File: src/rtl/digit_entry_ctrl.sv
// Two-digit keypad entry sequencer: tens key, units key with inter-key timeout, then
// validate and publish a BCD value or an error pulse. Optional macro DIGIT_ENTRY_BIN_OUT_EN adds value_bin_o.
module digit_entry_ctrl #(
    parameter int unsigned TIMEOUT_CYCLES = 50000000,
    parameter int unsigned TIMER_W        = 26,
    parameter int unsigned MAX_VALUE      = 99,
    parameter logic [3:0]  CLEAR_CODE     = 4'hC
) (
    input  logic       clk_i,
    input  logic       rst_ni,
    input  logic       key_valid_i,
    input  logic [3:0] key_code_i,
    output logic [7:0] value_bcd_o,
    output logic       value_valid_o,
    output logic       error_o,
    output logic       busy_o,
    output logic [2:0] state_dbg_o
`ifdef DIGIT_ENTRY_BIN_OUT_EN
    ,
    output logic [6:0] value_bin_o
`endif
);

    typedef enum logic [2:0] {
        StIdle  = 3'd0,
        StWait2 = 3'd1,
        StCheck = 3'd2,
        StDone  = 3'd3,
        StErr   = 3'd4
    } state_e;

    localparam logic [TIMER_W-1:0] TimerLast = TIMER_W'(TIMEOUT_CYCLES - 1);
    localparam logic [6:0]         MaxVal    = 7'(MAX_VALUE);

    state_e               state_q, state_d;
    logic [3:0]           tens_q, tens_d;
    logic [3:0]           units_q, units_d;
    logic [TIMER_W-1:0]   timer_q, timer_d;
    logic [7:0]           value_bcd_q, value_bcd_d;
    logic                 value_valid_q, value_valid_d;
    logic                 error_q, error_d;
    logic                 busy_q, busy_d;
    logic [6:0]           sum;
    logic                 key_digit;
    logic                 key_clear;

    assign key_digit = key_code_i <= 4'd9;
    assign key_clear = key_code_i == CLEAR_CODE;
    assign sum       = {3'b000, tens_q} * 7'd10 + {3'b000, units_q};

    always_comb begin
        state_d = state_q;
        tens_d  = tens_q;
        units_d = units_q;
        timer_d = timer_q;

        case (state_q)
            StIdle: begin
                if (key_valid_i) begin
                    if (key_digit) begin
                        tens_d  = key_code_i;
                        timer_d = '0;
                        state_d = StWait2;
                    end else if (!key_clear) begin
                        state_d = StErr;
                    end
                end
            end
            StWait2: begin
                timer_d = timer_q + 1'b1;
                // A key on the timeout cycle takes priority over the timeout.
                if (key_valid_i) begin
                    if (key_digit) begin
                        units_d = key_code_i;
                        state_d = StCheck;
                    end else if (key_clear) begin
                        state_d = StIdle;
                    end else begin
                        state_d = StErr;
                    end
                end else if (timer_q == TimerLast) begin
                    state_d = StErr;
                end
            end
            StCheck: begin
                if (tens_q <= 4'd9 && units_q <= 4'd9 && sum <= MaxVal) begin
                    state_d = StDone;
                end else begin
                    state_d = StErr;
                end
            end
            StDone:  state_d = StIdle;
            StErr:   state_d = StIdle;
            default: state_d = StIdle;
        endcase
    end

    // Outputs are registered from the next state so pulses coincide with DONE/ERR.
    always_comb begin
        value_valid_d = state_d == StDone;
        error_d       = state_d == StErr;
        busy_d        = state_d != StIdle;
        value_bcd_d   = (state_d == StDone) ? {tens_q, units_q} : value_bcd_q;
    end

    always_ff @(posedge clk_i or negedge rst_ni) begin
        if (!rst_ni) begin
            state_q       <= StIdle;
            tens_q        <= '0;
            units_q       <= '0;
            timer_q       <= '0;
            value_bcd_q   <= '0;
            value_valid_q <= 1'b0;
            error_q       <= 1'b0;
            busy_q        <= 1'b0;
        end else begin
            state_q       <= state_d;
            tens_q        <= tens_d;
            units_q       <= units_d;
            timer_q       <= timer_d;
            value_bcd_q   <= value_bcd_d;
            value_valid_q <= value_valid_d;
            error_q       <= error_d;
            busy_q        <= busy_d;
        end
    end

    assign value_bcd_o   = value_bcd_q;
    assign value_valid_o = value_valid_q;
    assign error_o       = error_q;
    assign busy_o        = busy_q;
    assign state_dbg_o   = state_q;

`ifdef DIGIT_ENTRY_BIN_OUT_EN
    logic [6:0] value_bin_q;

    always_ff @(posedge clk_i or negedge rst_ni) begin
        if (!rst_ni) begin
            value_bin_q <= '0;
        end else if (state_d == StDone) begin
            value_bin_q <= sum;
        end
    end

    assign value_bin_o = value_bin_q;
`endif

endmodule

File: config.mk
export PLATFORM = sky130hd
export DESIGN_NAME = digit_entry_ctrl
export DESIGN_NICKNAME = d
export VERILOG_FILES = /design/src/rtl/digit_entry_ctrl.sv
export SDC_FILE = /design/constraint.sdc
export NUM_CORES = 1
export LEC_CHECK = 0
export ABC_AREA = 1
export BUFFER_PORTS_ARGS = -buffer_cell sky130_fd_sc_hd__buf_2
export CAP_MARGIN = 40
export CORE_ASPECT_RATIO = 0.5
export CORE_MARGIN = 2
export CORE_UTILIZATION = 50
export DETAILED_ROUTE_END_ITERATION = 6
export GPL_ROUTABILITY_DRIVEN = 1
export HOLD_SLACK_MARGIN = 0.06
export PLACE_DENSITY = 0.68
export SYNTH_ARGS = -nofsm -noshare
export SYNTH_HDL_FRONTEND = slang
export SYNTH_SLANG_ARGS = --single-unit
File: constraint.sdc
create_clock -name clk_i -period 3.2 [get_ports clk_i]
set_clock_uncertainty 0.1 [all_clocks]
set_input_delay 0.64 -clock clk_i [delete_from_list [all_inputs] [get_ports clk_i]]
set_output_delay 0.64 -clock clk_i [all_outputs]
set_load 0.05 [all_outputs]
### Word level (Yosys, flattened, before mapping)

Index checks and enable logic that the tools add are counted.

| word-level totals | value |
|---|---|
| bits in registers | 48 |
| input port bits | 7 |
| word-level logic and storage cells | 43 |

| operators by class | value |
|---|---|
| eq/ne operators | 8 |
| reduce and logical (&&, ||, !) cells | 8 |
| add/sub/neg operators | 2 |
| $mul | 1 |
| mux-type cells | 12 |
| order comparisons | 4 |

Operators with widths:

| kind | number |
|---|---|
| 26-bit 2-to-1 mux | 2 |
| 26-bit one-hot mux with 2 select lines | 1 |
| 26-bit by 1-bit adder with 26-bit output (second input constant) | 1 |
| 26-bit == test (second input constant) | 1 |
| 3-bit 2-to-1 mux | 8 |
| 4-bit <= comparator (second input constant) | 3 |
| 3-bit one-hot mux with 3 select lines | 1 |
| 3-bit AND reduction | 3 |
| 7-bit by 4-bit adder with 7-bit output | 1 |
| 7-bit <= comparator (second input constant) | 1 |
| 3-bit by 2-bit == test with 1-bit output (second input constant) | 2 |
| 4-bit by 3-bit multiplier with 6-bit output (second input constant) | 1 |
| 4-bit == test (second input constant) | 1 |
| 2-bit inequality test (second input constant) | 2 |
| 3-bit by 1-bit == test with 1-bit output (second input constant) | 1 |
| 3-bit == test (second input constant) | 1 |
| 3-bit zero test | 1 |
| 3-bit nonzero test | 1 |
| 1-bit logical AND | 2 |
| 2-bit nonzero test | 1 |

### Logic depth before layout (Yosys ltp)

Gate-level depths: netlist of the first run.

| depth | value |
|---|---|
| depth after elaboration | 7 |
| gate-level depth with buffers | 13 |
| gate-level depth less buffers | 13 |

### Least setup slack after synthesis of the first run

No wires, ideal clock.

| path | value |
|---|---|
| path kind | reg2reg |
| start | register tens_q[1] |
| end | register value_bcd_q[0], in the netlist value_bcd_o[0] |
| buffers on the path | 1 |
| path slack | 826 ps |
| data arrival time | 2156 ps |
| cell stages (with the launch flop) | 14 |
| library setup time | 118 ps |
| required time | 2982 ps |
| path through | dfrtp_1 > ha_1 > ha_1 > fa_1 > nand2_1 > inv_1 > nand3_1 > nand2_1 > nand2_1 > nand3_1 > nand3_2 > buf_4 > nand2_1 > nand2_1 |

| between the ends | value |
|---|---|
| cells in the longest elaborated chain, start to end | 7 |

Ends and longest elaborated chain:

| element | line | text |
|---|---|---|
| start, declared | 36 | `logic [3:0] tens_q, tens_d;` |
| start signal, assigned | 118 | `tens_q <= tens_d;` |
| 4-bit by 3-bit multiplier with 6-bit output | 49 | `assign sum = {3'b000, tens_q} * 7'd10 + {3'b000, units_q};` |
| 7-bit by 4-bit adder with 7-bit output | 49 |  |
| 7-bit <= comparator | 86 | `if (tens_q <= 4'd9 && units_q <= 4'd9 && sum <= MaxVal) begin` |
| 1-bit logical AND (*) | 86 |  |
| 3-bit 2-to-1 mux (*) | 86 |  |
| 3-bit one-hot mux with 3 select lines (*) | 57 | `case (state_q)` |
| 3-bit by 2-bit == test with 1-bit output (*) | 103 | `value_bcd_d = (state_d == StDone) ? {tens_q, units_q} : value_bcd_q;` |
| end signal, assigned | 121 | `value_bcd_q <= value_bcd_d;` |
| end, declared | 39 | `logic [7:0] value_bcd_q, value_bcd_d;` |

Mark *: on every way between the ends. The rest lies on a longest branch, timed or not.
A chain may end at the register's enable or synchronous reset.

### Final worst setup path of the first run

| path | value |
|---|---|
| start | register tens_q[1] |
| end | register value_bcd_q[1], in the netlist value_bcd_o[1] |

| between the ends | value |
|---|---|
| cells in the longest elaborated chain, start to end | 7 |

Ends and longest elaborated chain:

| element | line | text |
|---|---|---|
| 4-bit by 3-bit multiplier with 6-bit output | 49 |  |
| 7-bit by 4-bit adder with 7-bit output | 49 |  |
| 7-bit <= comparator | 86 |  |
| 1-bit logical AND (*) | 86 |  |
| 3-bit 2-to-1 mux (*) | 86 |  |
| 3-bit one-hot mux with 3 select lines (*) | 57 |  |
| 3-bit by 2-bit == test with 1-bit output (*) | -- |  |
| named net value_valid_d | 40 | `logic value_valid_q, value_valid_d;` |

Mark *: on every way through the listed nets, which the timed path passes. The rest lies on a longest branch.

==> impl_results.md, run 1 <==
* Result of the run: complete, no violations
* Average wire per standard cell at between 10 and 15 um
* Die outline width at ~110 um
* Post-DP HPWL at 4798 um
* GR Overflow Total at 0
* Count of TritonRoute iterations in the first routing pass at 4
* Slew Limit Headroom at 0.6418
* Area Overhead vs Synth at 12.79%
* Worst Max-Slew Pin Slew at around 0.54 ns
* List of cells traversed by the critical path: ha_1, ha_1, fa_1, nand2_1, inv_1, nand3_1, nand2_1, nand2_1, nand3_1, nand3_2, inv_2, nand2_1, nand2_1
* Average size of a mapped cell at roughly 7.8 um^2
* CP arrival at around 2.9 ns
* Critical Path Slowest Stage Cell: sky130_fd_sc_hd__fa_1
* Via count of the first global-routing pass at between 2k and 2.5k
* Post-Syn Instances at ~370
* Count of instances resized after the clock tree is built at 0
* Initial antenna violation count at 0
* Class of the worst hold path: in2async
* Cells taking the most area after synthesis: sky130_fd_sc_hd__dfrtp_1 42%, sky130_fd_sc_hd__nand2_1 13%, sky130_fd_sc_hd__inv_1 6.1%, sky130_fd_sc_hd__xor2_1 5.2%, sky130_fd_sc_hd__nand3_1 4.5%
* Ant. Diodes at 0
* CTS sink cnt at 48
* Endpoint kind of the worst setup timing path: flip-flop
* Number of max-slew violations in the final report at 0
* Multi-input gate area in the final layout at 0.001445 mm^2
* Sequential area share after synthesis at 0.4163
* First-iteration detailed-routing DRC count at 202
* Final cell count without fillers at 466
* Top cell type by total area after synthesis: sky130_fd_sc_hd__dfrtp_1
* Avg Vias per Cell at around 5.3
* DR vias at between 2k and 2.5k
* Achievable clock frequency at 0.3682 GHz
* Number of filler cells placed in the layout at 490
* Dominant synthesized flop cell: sky130_fd_sc_hd__dfrtp_1
* Post-route DRC at 0
* Clock Latency Late Sink at just under 0.3 ns
* Wire length of the first global-routing pass at between 10000 and 15000 um
* Number of nets still failing antenna checks after routing at 0
* Sum of routed wire length over all layers at about 6400 um
* Clock transition at the registers of the reported paths at about 0.07 ns
* RSZ-0062 raised after global routing: no
* Total negative slack for setup checks at 0 ns
* Area share of the leading cell type in the synthesized netlist at 0.4163
* Effective utilization at floorplan at 0.5231
* Clock root buffer: sky130_fd_sc_hd__clkbuf_16
* Number of hold-slack violations in the final timing report at 0
* Maximum number of pins on one net before global-route repair at 35
* Nets at a little over 400
* Worst setup path category: reg2reg
* Max stage delay on crit path at roughly 0.52 ns
* Power, Total at 2.853 mW
* Number of enable-type register cells in the synthesized netlist at 0
* Critical path fanouts, max at 12
* Worst path most repeated cell: sky130_fd_sc_hd__nand2_1
* Placeable Area at approximately 0.0055 mm^2
* Hold Slack at roughly 0.16 ns
* Proportion of synthesized flip-flops having asynchronous set or reset at 1.000
* Row Count at 19
* Worst endpoint required time at ~3.3 ns
* CTS Buffer Depth at 2
* Post-placement cell count at ~460
* Library cells used by synthesis at 31
* Number of buffers added by the clock tree synthesis step at 5
* Post-CTS setup-driven buffer insertion count at 0
* CTS tree: done
* Register bit count reported by yosys at 48
* Count of input and output buffers at 20
* Shortest clock period the worst path allows after layout at 2.716 ns
* YS warnings at 0
* Startpoint type of the worst setup path: flip-flop
* Quantity of hold-fixing buffers added after cts at 0
* Die ar. at between 0.006 and 0.007 mm^2
* Cell area after synthesis at just under 0.003 mm^2
* Final setup violation count at 0
* Number of nets in the synthesized netlist at a little under 400
* Count of H-tree levels built during CTS at 2
* Pwr dens at 876.8 mW/mm^2
* Total area of sequential cells at ~0.0012 mm^2
* Total track usage at 0.2147
* Lkg Pwr at between 1.5 and 2 nW
* Gpl congestion at between 0.9 and 1
* Largest vdd supply drop at about 0.73 mV
* Period utilization at 0.8488
* Source of the worst register-to-register timing path: tens_q[1]
* Number of violations of the max-capacitance limit at 0
* Utilization after layout at 0.5901
* Top-level port count at 21
* Fraction of layout cells with a size suffix above 1 at 0.1552
* Launching element of the worst setup path: tens_q[1]
* Die extent in y at slightly below 60 um
==> worst paths after layout <==
| path | endpoint | slack (ns) | depth (start not counted) |
|---|---|---|---|
| max in group asynchronous | value_bcd_o[4] | 2.35 | 2 |
| max reg2reg | value_bcd_o[1] | 0.48 | 13 |
| min in group clk_i | value_bcd_o[2] | 0.38 | 2 |
| min reg2reg | value_bcd_o[2] | 0.38 | 2 |
| min | timer_q[16] | 0.16 | 1 |
| max | value_bcd_o[1] | 0.48 | 13 |
==> kinds of logic after synthesis <==
| logic type | Yosys count | share of synthesized area |
|---|---|---|
| flip-flops | 48 | 0.4163 |
| buffers and inverters | 58 | 0.08283 |
| AND/OR/NAND/NOR | 191 | 0.3101 |
| XOR/XNOR | 18 | 0.05464 |
| AO/OA/AOI/OAI | 45 | 0.09194 |
| adder cells (fa/ha/maj) | 9 | 0.04423 |
==> power breakdown <==
group	internal, mW	switching [mW]	total (mW)
Sequential	0.776	0.181	0.957
Clock	0.451	0.239	0.690
Combinational	0.366	0.840	1.21
Total	1.59	1.26	2.85
==> through the flow <==
stage          setup slack, ns  area [um^2]
2_1_floorplan           0.8264         2885
3_3_place_gp            0.6546         3040
3_5_place_dp            0.5156         3060
4_1_cts                 0.4962         3254
5_1_grt                 0.3033         3254
6_report                0.4837         3254
==> per-layer routing <==
layer	track usage	share of wire	vias to the layer above
met5	0	0	-
met4	0.06526	0.014	0
met3	0.03870	0.046	8
met2	0.3746	0.47	58
met1	0.2813	0.47	1182
li1	-	-	1219
==> placed cells by master, fill, tap and decap left out, types with 3 or more instances in the layout <==
master                       n
sky130_fd_sc_hd__ha_1        7
sky130_fd_sc_hd__nor2_2      4
sky130_fd_sc_hd__nand3_1    26
sky130_fd_sc_hd__nand4_1     4
sky130_fd_sc_hd__o21ai_0    18
sky130_fd_sc_hd__inv_1      47
sky130_fd_sc_hd__inv_2       5
sky130_fd_sc_hd__buf_2      20
sky130_fd_sc_hd__xor2_1     17
sky130_fd_sc_hd__nor2_4      6
sky130_fd_sc_hd__nand2_1    97
sky130_fd_sc_hd__nor3_1      9
sky130_fd_sc_hd__o22ai_1    10
sky130_fd_sc_hd__nand3_2     3
sky130_fd_sc_hd__nand2_2     5
sky130_fd_sc_hd__dfrtp_1    48
sky130_fd_sc_hd__a21oi_1     8
sky130_fd_sc_hd__o21ai_1     4
sky130_fd_sc_hd__clkbuf_16   5
sky130_fd_sc_hd__nor2_1     32
==> area by class of cell <==
| class | instances | share of cell area |
|---|---|---|
| Clock inverter | 3 | 0.02115 |
| Inverter | 52 | 0.05998 |
| Sequential cell | 48 | 0.3691 |
| Timing Repair Buffer | 22 | 0.03922 |
| Clock buffer | 5 | 0.03845 |
| Tap cell | 73 | 0.02807 |
| Multi-Input combinational cell | 263 | 0.4441 |
==> sequential cells by signal (all words and copies together) (netlist names) <==
name,cells
timer_q,26
value_bcd_o,8
tens_q,4
units_q,4
state_dbg_o,3
busy_o,1
error_o,1
value_valid_o,1
==> worst max-delay path, delay by kind of cell (launching register included) <==
kind                     cells  cell delay, ns
buffers and inverters        2            0.29
adder cells (fa/ha/maj)      3            1.06
flip-flops                   1            0.47
AND/OR/NAND/NOR              8            0.74
==> Yosys cell counts, types with 2 or more instances <==
cell type / number
sky130_fd_sc_hd__a21oi_1: 8
sky130_fd_sc_hd__buf_2: 2
sky130_fd_sc_hd__buf_4: 3
sky130_fd_sc_hd__dfrtp_1: 48
sky130_fd_sc_hd__fa_1: 2
sky130_fd_sc_hd__ha_1: 7
sky130_fd_sc_hd__inv_1: 47
sky130_fd_sc_hd__inv_2: 5
sky130_fd_sc_hd__nand2_1: 97
sky130_fd_sc_hd__nand2_2: 5
sky130_fd_sc_hd__nand3_1: 26
sky130_fd_sc_hd__nand3_2: 3
sky130_fd_sc_hd__nand4_1: 4
sky130_fd_sc_hd__nor2_1: 32
sky130_fd_sc_hd__nor2_2: 4
sky130_fd_sc_hd__nor2_4: 6
sky130_fd_sc_hd__nor3_1: 9
sky130_fd_sc_hd__nor3_4: 2
sky130_fd_sc_hd__o21ai_0: 18
sky130_fd_sc_hd__o21ai_1: 4
sky130_fd_sc_hd__o21ai_2: 2
sky130_fd_sc_hd__o22ai_1: 10
sky130_fd_sc_hd__xor2_1: 17
Note: power is estimated with default switching activity, not from simulation.
==> run 2, diff against run 1 <==
--- a/config.mk
+++ b/config.mk
@@ -5,7 +5,7 @@
 export SDC_FILE = /design/constraint.sdc
 export NUM_CORES = 1
 export LEC_CHECK = 0
-export ABC_AREA = 1
+export ABC_AREA = 0
 export BUFFER_PORTS_ARGS = -buffer_cell sky130_fd_sc_hd__buf_2
 export CAP_MARGIN = 40
 export CORE_ASPECT_RATIO = 0.5
@@ -14,7 +14,7 @@
 export DETAILED_ROUTE_END_ITERATION = 6
 export GPL_ROUTABILITY_DRIVEN = 1
 export HOLD_SLACK_MARGIN = 0.06
-export PLACE_DENSITY = 0.68
+export PLACE_DENSITY = 0.71
 export SYNTH_ARGS = -nofsm -noshare
 export SYNTH_HDL_FRONTEND = slang
 export SYNTH_SLANG_ARGS = --single-unit
==> constraint.sdc (replaced) <==
create_clock -name clk_i -period 2.4 [get_ports clk_i]
set_clock_uncertainty 0.1 [all_clocks]
set_input_delay 0.48 -clock clk_i [delete_from_list [all_inputs] [get_ports clk_i]]
set_output_delay 0.48 -clock clk_i [all_outputs]
set_load 0.05 [all_outputs]
==> run 2 against run 1 <==
Net effect: the flow now finishes with violations (setup timing); cell area fell by 8.2%; register-to-register slack got worse by 0.84 ns; non-clock buffer count rose by 20; first-iteration DRC count fell by 68%; die area fell by 13%; global-route usage fell by 0.65 points; largest power group unchanged.
==> impl_results.md, run 2 <==
* Result of the run: complete, but fails checks
* Failing checks: setup timing
* Family with the most delay on the worst path: adder cells
* List of cells traversed by the critical path: ha_1, ha_2, fa_2, xnor2_4, nand4_1, nor3_2, nor4_2, nand4b_1, buf_6, mux2_4
* Number of enable-type register cells in the synthesized netlist at 0 (unchanged)
* Clock transition at the registers of the reported paths at 0.09 ns (+0.02 ns)
* Number of nets still failing antenna checks after routing at 0 (unchanged)
* Quantity of hold-fixing buffers added after cts at 0 (unchanged)
* Count of input and output buffers at 20 (unchanged)
* CTS Buffer Depth at 2 (unchanged)
* Proportion of power drawn by flip-flops and latches at 0.292 (-0.043)
* Nets at 292 (-28%)
* Register bit count reported by yosys at 48 (unchanged)
* Top-count cell post-synth: sky130_fd_sc_hd__dfrtp_1
* Sum of routed wire length over all layers at 5196 um (-19%)
* Avg Vias per Cell at 5.388 (+1.8%)
* Number of nets in the synthesized netlist at 249 (-35%)
* Most common cell after layout, fill and taps aside: sky130_fd_sc_hd__dfrtp_1
* First-iteration detailed-routing DRC count at 65 (-68%)
* Fraction of layout cells with a size suffix above 1 at 0.2873 (+0.1321)
* YS warnings at 0 (unchanged)
* Post-Syn Instances at 233 (-37%)
* Top cell type by total area after synthesis: sky130_fd_sc_hd__dfrtp_1
* Cell area after synthesis at 0.002476 mm^2 (-14%)
* Startpoint type of the worst setup path: flip-flop
* Number of max-slew violations in the final report at 0 (unchanged)
* Number of buffers added by the clock tree synthesis step at 5 (unchanged)
* Clock root buffer: sky130_fd_sc_hd__clkbuf_8
* Library cells used by synthesis at 36 (+16%)
* Largest vdd supply drop at 1.172 mV (+60%)
* Slew Limit Headroom at 0.6100 (-0.03184)
* Pwr dens at 1340 mW/mm^2 (+53%)
* NetSw at 1.716 mW (+36%)
* Class of the worst hold path: in2async
* Largest Register: timer_q
* Effective utilization at floorplan at 0.5114 (-0.01177)
* Endpoint kind of the worst setup timing path: flip-flop
* Power, Total at 4.006 mW (+40%)
* CTS sink cnt at 48 (unchanged)
* Total track usage at 0.2082 (-0.006462)
* Number of cells on the critical path at 10 (-3)
* Post-Synth Adder-Cell Area at 0.05154 (+0.007309)
* Achievable clock frequency at 0.3627 GHz (-1.5%)
* Average wire per standard cell at 15.06 um (+9.8%)
* Number of violations of the max-capacitance limit at 0 (unchanged)
* DR vias at 1859 (-25%)
* Ant. Diodes at 0 (unchanged)
* Proportion of synthesized flip-flops having asynchronous set or reset at 1.000 (unchanged)
* Count of TritonRoute iterations in the first routing pass at 4 (unchanged)
* Clk network pwr share at 0.138 (-0.104)
* Initial antenna violation count at 0 (unchanged)
* Lkg Pwr at 1.413 nW (-7.5%)
* GR Overflow Total at 0 (unchanged)
* Internal power at 2.290 mW (+44%)
* Dominant synthesized flop cell: sky130_fd_sc_hd__dfrtp_1
* Top-level port count at 21 (unchanged)
* Critical Path Slowest Stage Cell: sky130_fd_sc_hd__fa_2
* Gate power share at 0.570 (+0.147)
* Shortest clock period the worst path allows after layout at 2.757 ns (+0.04071 ns)
* CP arrival at 2.84 ns (about the same)
* Area Overhead vs Synth at 20.72%
* Xor-xnor portion of the synthesized cell area at 0.08843 (+0.03379)
* Hold Slack at 0.06500 ns (-0.09071 ns)
* Post-CTS setup-driven buffer insertion count at 0 (unchanged)
* Via count of the first global-routing pass at 1880 (-21%)
* Gpl congestion at 0.9546 (+0.91%)
* Row Count at 18 (-1)
* Total negative slack for setup checks at -3.818 ns (-3.818 ns)
* Synth top cells by count: 48 x sky130_fd_sc_hd__dfrtp_1, 33 x sky130_fd_sc_hd__nor2_1, 21 x sky130_fd_sc_hd__xor2_1, 19 x sky130_fd_sc_hd__nand2_1, 13 x sky130_fd_sc_hd__nand3_1
* Final setup violation count at 13 (+13)
* Wire length of the first global-routing pass at 8901 um (-19%)
* Smallest setup slack after layout at -0.3570 ns (-0.8407 ns)
* Max stage delay on crit path at 0.40 ns (-0.12 ns)
* Cell depth of the worst flop-to-flop path at 10 (-3)
* CTS tree: done
* Post-DP HPWL at 3781 um (-21%)
* Worst Max-Slew Pin Slew at 0.5850 ns (+0.04836 ns)
* Average size of a mapped cell at 10.63 um^2 (+36%)
* Dominant combinational cell family by area after synthesis: simple AND/OR/NAND/NOR gates
* Fraction of the mapped netlist area in simple logic gates at 0.2112 (-0.09884)
* Critical path fanouts, max at 7 (-5)
* Post-route DRC at 0 (unchanged)
* Switching share of power at 0.4284 (-0.01321)
* Post-placement cell count at 339 (-26%)
* Number of hold-slack violations in the final timing report at 0 (unchanged)
* RSZ-0062 raised after global routing: yes
* Share of cell area taken by muxes after synthesis at 0.08338 (+0.08338)
* Placeable Area at 0.004842 mm^2 (-12%)
* Final cell count without fillers at 345 (-26%)
* Die extent in y at 53.76 um (-6.9%)
* Utilization after layout at 0.6173 (+0.02725)
* Worst setup path category: reg2reg
* Synthesized-area fraction occupied by ao, oa, aoi and oai cells at 0.05912 (-0.03281)
* Count of H-tree levels built during CTS at 2 (unchanged)
* Worst endpoint required time at 2.48 ns (-0.85 ns)
* Top library cells by usage in the layout, fill and taps aside: 48 x sky130_fd_sc_hd__dfrtp_1, 33 x sky130_fd_sc_hd__nor2_1, 21 x sky130_fd_sc_hd__xor2_1
* Period utilization at 1.149 (+0.2999)
* Cells taking the most area after synthesis: sky130_fd_sc_hd__dfrtp_1 49%, sky130_fd_sc_hd__xor2_1 7.4%, sky130_fd_sc_hd__nor2_1 5.0%, sky130_fd_sc_hd__mux2_4 4.2%, sky130_fd_sc_hd__mux2_2 4.1%
* Sequential area share after synthesis at 0.4851 (+0.06879)
* Maximum number of pins on one net before global-route repair at 30 (-14%)
* Max FFs per register at 26 (unchanged)
* Clock Latency Late Sink at 0.30 ns (about the same)
* Buffer and inverter count on the worst path at 1 (-1)
* Die ar. at 0.005565 mm^2 (-13%)
* Area share of the leading cell type in the synthesized netlist at 0.4851 (+0.06879)
* Die outline width at 103.5 um (-7.1%)
[run 2: cells by family (layout without fill, tap and decap cells)]
| kind of cell | count (synthesis) | count (layout) |
|---|---|---|
| AO/OA/AOI/OAI | 22 | 22 |
| XOR/XNOR | 25 | 25 |
| adder cells (fa/ha/maj) | 9 | 9 |
| buffers and inverters | 11 | 53 |
| flip-flops | 48 | 48 |
| multiplexers | 16 | 16 |
| AND/OR/NAND/NOR | 102 | 102 |
[run 2: worst reg2reg max path, stage by stage, from the launching register on]
cell and delay (ns):
sky130_fd_sc_hd__dfrtp_1 0.39, sky130_fd_sc_hd__ha_1 0.30, sky130_fd_sc_hd__ha_2 0.19, sky130_fd_sc_hd__fa_2 0.40
sky130_fd_sc_hd__xnor2_4 0.15, sky130_fd_sc_hd__nand4_1 0.10, sky130_fd_sc_hd__nor3_2 0.05, sky130_fd_sc_hd__nor4_2 0.29
sky130_fd_sc_hd__nand4b_1 0.19, sky130_fd_sc_hd__buf_6 0.19, sky130_fd_sc_hd__mux2_4 0.30
[run 2: power by group through the flow]
stage | Sequential [mW] | Clock (mW) | Combinational [mW]
2_1_floorplan | 1.55 | 0 | 1.10
3_3_place_gp | 1.17 | 0 | 2.05
3_5_place_dp | 1.18 | 0 | 2.13
4_1_cts | 1.17 | 0.570 | 2.21
5_1_grt | 1.20 | 0.601 | 2.47
6_report | 1.17 | 0.554 | 2.28
[run 2: cell type report]
type | count | area (um^2)
clock buffers | 5 | 68.82
well taps | 70 | 87.58
fillers | 410 | 1853
multi-input cells | 174 | 1301
inverters | 5 | 18.77
clock inverters | 1 | 30.03
repair buffers | 42 | 281.5
flip-flops and latches | 48 | 1201
[run 2: stage by stage]
step	setup WS, ns	cell area, um^2
final	-0.3570	2989
after floorplan	-0.3038	2509
after global placement	-0.3115	2845
after detailed placement	-0.4371	2845
after global routing	-0.5083	2989
after CTS	-0.3519	2969
[run 2: repair_timing]
item                                    in CTS  in global routing
pin swaps                                    2                  1
resized for setup                            5                  2
endpoints found under the setup margin      13                 13
[run 2: routing by layer]
metal	global-route usage	routed length, um	vias to the layer above
met5	0	0	-
met4	0.06982	54	0
met3	0.04479	127	7
met2	0.3819	2642	25
met1	0.2561	2372	918
li1	-	-	909
[run 2: worst paths after layout]
| path | slack (ns) | from | end |
|---|---|---|---|
| max in group asynchronous | 1.52 | rst_ni | value_bcd_o[5] |
| worst max register to register | -0.36 | tens_q[3] | value_bcd_o[3] |
| min in group clk_i | 0.37 | key_code_i[0] | units_q[0] |
| worst min register to register | 0.40 | timer_q[0] | timer_q[0] |
| worst max-delay path | -0.36 | tens_q[3] | value_bcd_o[3] |
| worst min-delay path | 0.07 | rst_ni | timer_q[2] |
==> run 3, diff against run 2 <==
--- a/config.mk
+++ b/config.mk
@@ -10,11 +10,12 @@
 export CAP_MARGIN = 40
 export CORE_ASPECT_RATIO = 0.5
 export CORE_MARGIN = 2
-export CORE_UTILIZATION = 50
+export CORE_UTILIZATION = 53
+export CTS_CLUSTER_SIZE = 25
 export DETAILED_ROUTE_END_ITERATION = 6
 export GPL_ROUTABILITY_DRIVEN = 1
 export HOLD_SLACK_MARGIN = 0.06
-export PLACE_DENSITY = 0.71
+export PLACE_DENSITY = 0.75
 export SYNTH_ARGS = -nofsm -noshare
 export SYNTH_HDL_FRONTEND = slang
 export SYNTH_SLANG_ARGS = --single-unit
==> run 3 against run 2 <==
Net effect: the run still ends with setup timing left; sequential cell count is the same; sequential share of layout area grew 0.82 points; critical path depth is the same; die area shrank 5.3%; combinational power shrank 2%; via count grew 1.6%; highest routed layer unchanged.
==> impl_results.md, run 3 (synthesized netlist as in run 2, its figures left out) <==
* Result of the run: complete, but fails checks
* Failing checks: setup timing
* Die outline width at 100.7 um (-2.8%)
* GR Overflow Total at 0 (unchanged)
* Effective utilization at floorplan at 0.5570 (+0.04562)
* Ant. Diodes at 0 (unchanged)
* Worst endpoint required time at 2.48 ns (about the same)
* Critical path fanouts, max at 7 (unchanged)
* Nets at 289 (-1.0%)
* Most common cell after layout, fill and taps aside: sky130_fd_sc_hd__dfrtp_1
* Quantity of hold-fixing buffers added after cts at 0 (unchanged)
* CP arrival at 2.82 ns (-0.02 ns)
* Shortest clock period the worst path allows after layout at 2.732 ns (-0.02516 ns)
* Worst setup path category: reg2reg
* Number of nets still failing antenna checks after routing at 0 (unchanged)
* Die ar. at 0.005268 mm^2 (-5.3%)
* Count of TritonRoute iterations in the first routing pass at 5 (+1)
* Smallest setup slack after layout at -0.3318 ns (+0.02516 ns)
* CTS sink cnt at 48 (unchanged)
* Class of the worst hold path: in2async
* Clock Latency Late Sink at 0.30 ns (about the same)
* Clock root buffer: sky130_fd_sc_hd__clkbuf_8
* Total track usage at 0.2265 (+0.01828)
* Critical Path Slowest Stage Cell: sky130_fd_sc_hd__fa_2
* Maximum number of pins on one net before global-route repair at 49 (+63%)
* Row Count at 17 (-1)
* Pwr dens at 1329 mW/mm^2 (-0.86%)
* Design area at 0.002929 mm^2 (-2.0%)
* Fraction of layout cells with a size suffix above 1 at 0.2810 (-0.006251)
* Largest Register: timer_q
* Max stage delay on crit path at 0.41 ns (about the same)
* Sum of routed wire length over all layers at 5415 um (+4.2%)
* Lkg Pwr at 1.395 nW (-1.3%)
* Endpoint kind of the worst setup timing path: flip-flop
* Avg Vias per Cell at 5.707 (+5.9%)
* Via count of the first global-routing pass at 1821 (-3.1%)
* Placeable Area at 0.004446 mm^2 (-8.2%)
* Power, Total at 3.892 mW (-2.8%)
* Cell depth of the worst flop-to-flop path at 10 (unchanged)
* Final setup violation count at 13 (unchanged)
* Placed standard-cell area at 0.002806 mm^2 (-1.4%)
* Gpl congestion at 0.9304 (-2.5%)
* Wire length of the first global-routing pass at 8776 um (-1.4%)
* Count of H-tree levels built during CTS at 2 (unchanged)
* Max FFs per register at 26 (unchanged)
* RSZ-0062 raised after global routing: yes
* Post-DP HPWL at 3969 um (+5.0%)
* Worst slack at placement at -0.4404 ns (-0.003269 ns)
* Count of input and output buffers at 20 (unchanged)
* Number of max-slew violations in the final report at 0 (unchanged)
* Average wire per standard cell at 16.36 um (+8.6%)
* Number of hold-slack violations in the final timing report at 0 (unchanged)
* First-iteration detailed-routing DRC count at 81 (+25%)
* CTS Buffer Depth at 2 (unchanged)
* Top library cells by usage in the layout, fill and taps aside: 48 x sky130_fd_sc_hd__dfrtp_1, 33 x sky130_fd_sc_hd__nor2_1, 21 x sky130_fd_sc_hd__xor2_1
* Slew Limit Headroom at 0.6185 (+0.008576)
* CTS tree: done
* Largest vdd supply drop at 0.9502 mV (-19%)
* Worst Max-Slew Pin Slew at 0.5722 ns (-0.01286 ns)
* Area Overhead vs Synth at 18.29%
* List of cells traversed by the critical path: ha_1, ha_2, fa_2, xnor2_4, nand4_1, nor3_2, nor4_2, nand4b_1, buf_6, mux2_4
* Startpoint type of the worst setup path: flip-flop
* Clock transition at the registers of the reported paths at 0.08 ns (about the same)
* Number of violations of the max-capacitance limit at 0 (unchanged)
* Die extent in y at 52.33 um (-2.7%)
* Top-level port count at 21 (unchanged)
* Number of buffers added by the clock tree synthesis step at 5 (unchanged)
* Utilization after layout at 0.6589 (+0.04157)
* Achievable clock frequency at 0.3661 GHz (+0.92%)
* Post-route DRC at 0 (unchanged)
* DR vias at 1889 (+1.6%)
* Initial antenna violation count at 0 (unchanged)
* Period utilization at 1.138 (-0.01048)
run 3: layout make-up:
cell class,count,area (um^2)
Sequential cell,48,1201
Timing Repair Buffer,39,259.0
Tap cell,57,71.32
Inverter,5,18.77
Fill cell,321,1516
Clock buffer,8,90.09
Multi-Input combinational cell,174,1289
run 3: power by group:
| part | switching, mW | internal [mW] | leakage (nW) |
|---|---|---|---|
| registers | 0.162 | 1.01 | 0.634 |
| clock network | 0.253 | 0.235 | 0.0455 |
| logic | 1.31 | 0.914 | 0.715 |
run 3: metal layers:
| layer | vias up | routed length (um) | global-route usage |
|---|---|---|---|
| met4 | 0 | 138 | 0.09132 |
| met1 | 906 | 2359 | 0.2773 |
| li1 | 903 | - | - |
| met5 | - | 0 | 0 |
| met2 | 63 | 2699 | 0.4044 |
| met3 | 17 | 218 | 0.04133 |
run 3: worst max-delay path: cells and delay by family (launching register included):
| family | cells | cell delay [ns] |
|---|---|---|
| and+or+nand+nor | 4 | 0.60 |
| xor gates and xnor gates | 1 | 0.16 |
| adders and majority gates | 3 | 0.90 |
| muxes | 1 | 0.30 |
| DFF | 1 | 0.38 |
| buffers and inverters | 1 | 0.19 |
run 3: final timing paths:
path / end / from / slack [ns]
max in group asynchronous: tens_q[1] / rst_ni / 1.93
hold / removal: timer_q[21] / rst_ni / 0.05
setup reg to reg: value_bcd_o[5] / tens_q[3] / -0.33
hold reg to reg: value_bcd_o[0] / value_bcd_o[0] / 0.41
setup / recovery: value_bcd_o[5] / tens_q[3] / -0.33
min in group clk_i: units_q[0] / key_code_i[0] / 0.37
run 3: what timing repair did:
action / CTS / global route
setup endpoints to repair: 13 / 13
pin swaps: 4 / 0
buffers inserted: 0 / 0
resized for setup: 6 / 0
hold endpoints to repair: 0 / 0
run 3: metrics by stage:
stage	hold slack [ns]	cells	setup TNS (ns)
final	0.04923	331	-3.326
after CTS	0.06246	331	-3.458
after detailed placement	0.3791	323	-4.307
after floorplan	0.08441	233	-2.678
after global routing	0.07996	331	-5.022
after global placement	0.3801	323	-3.116
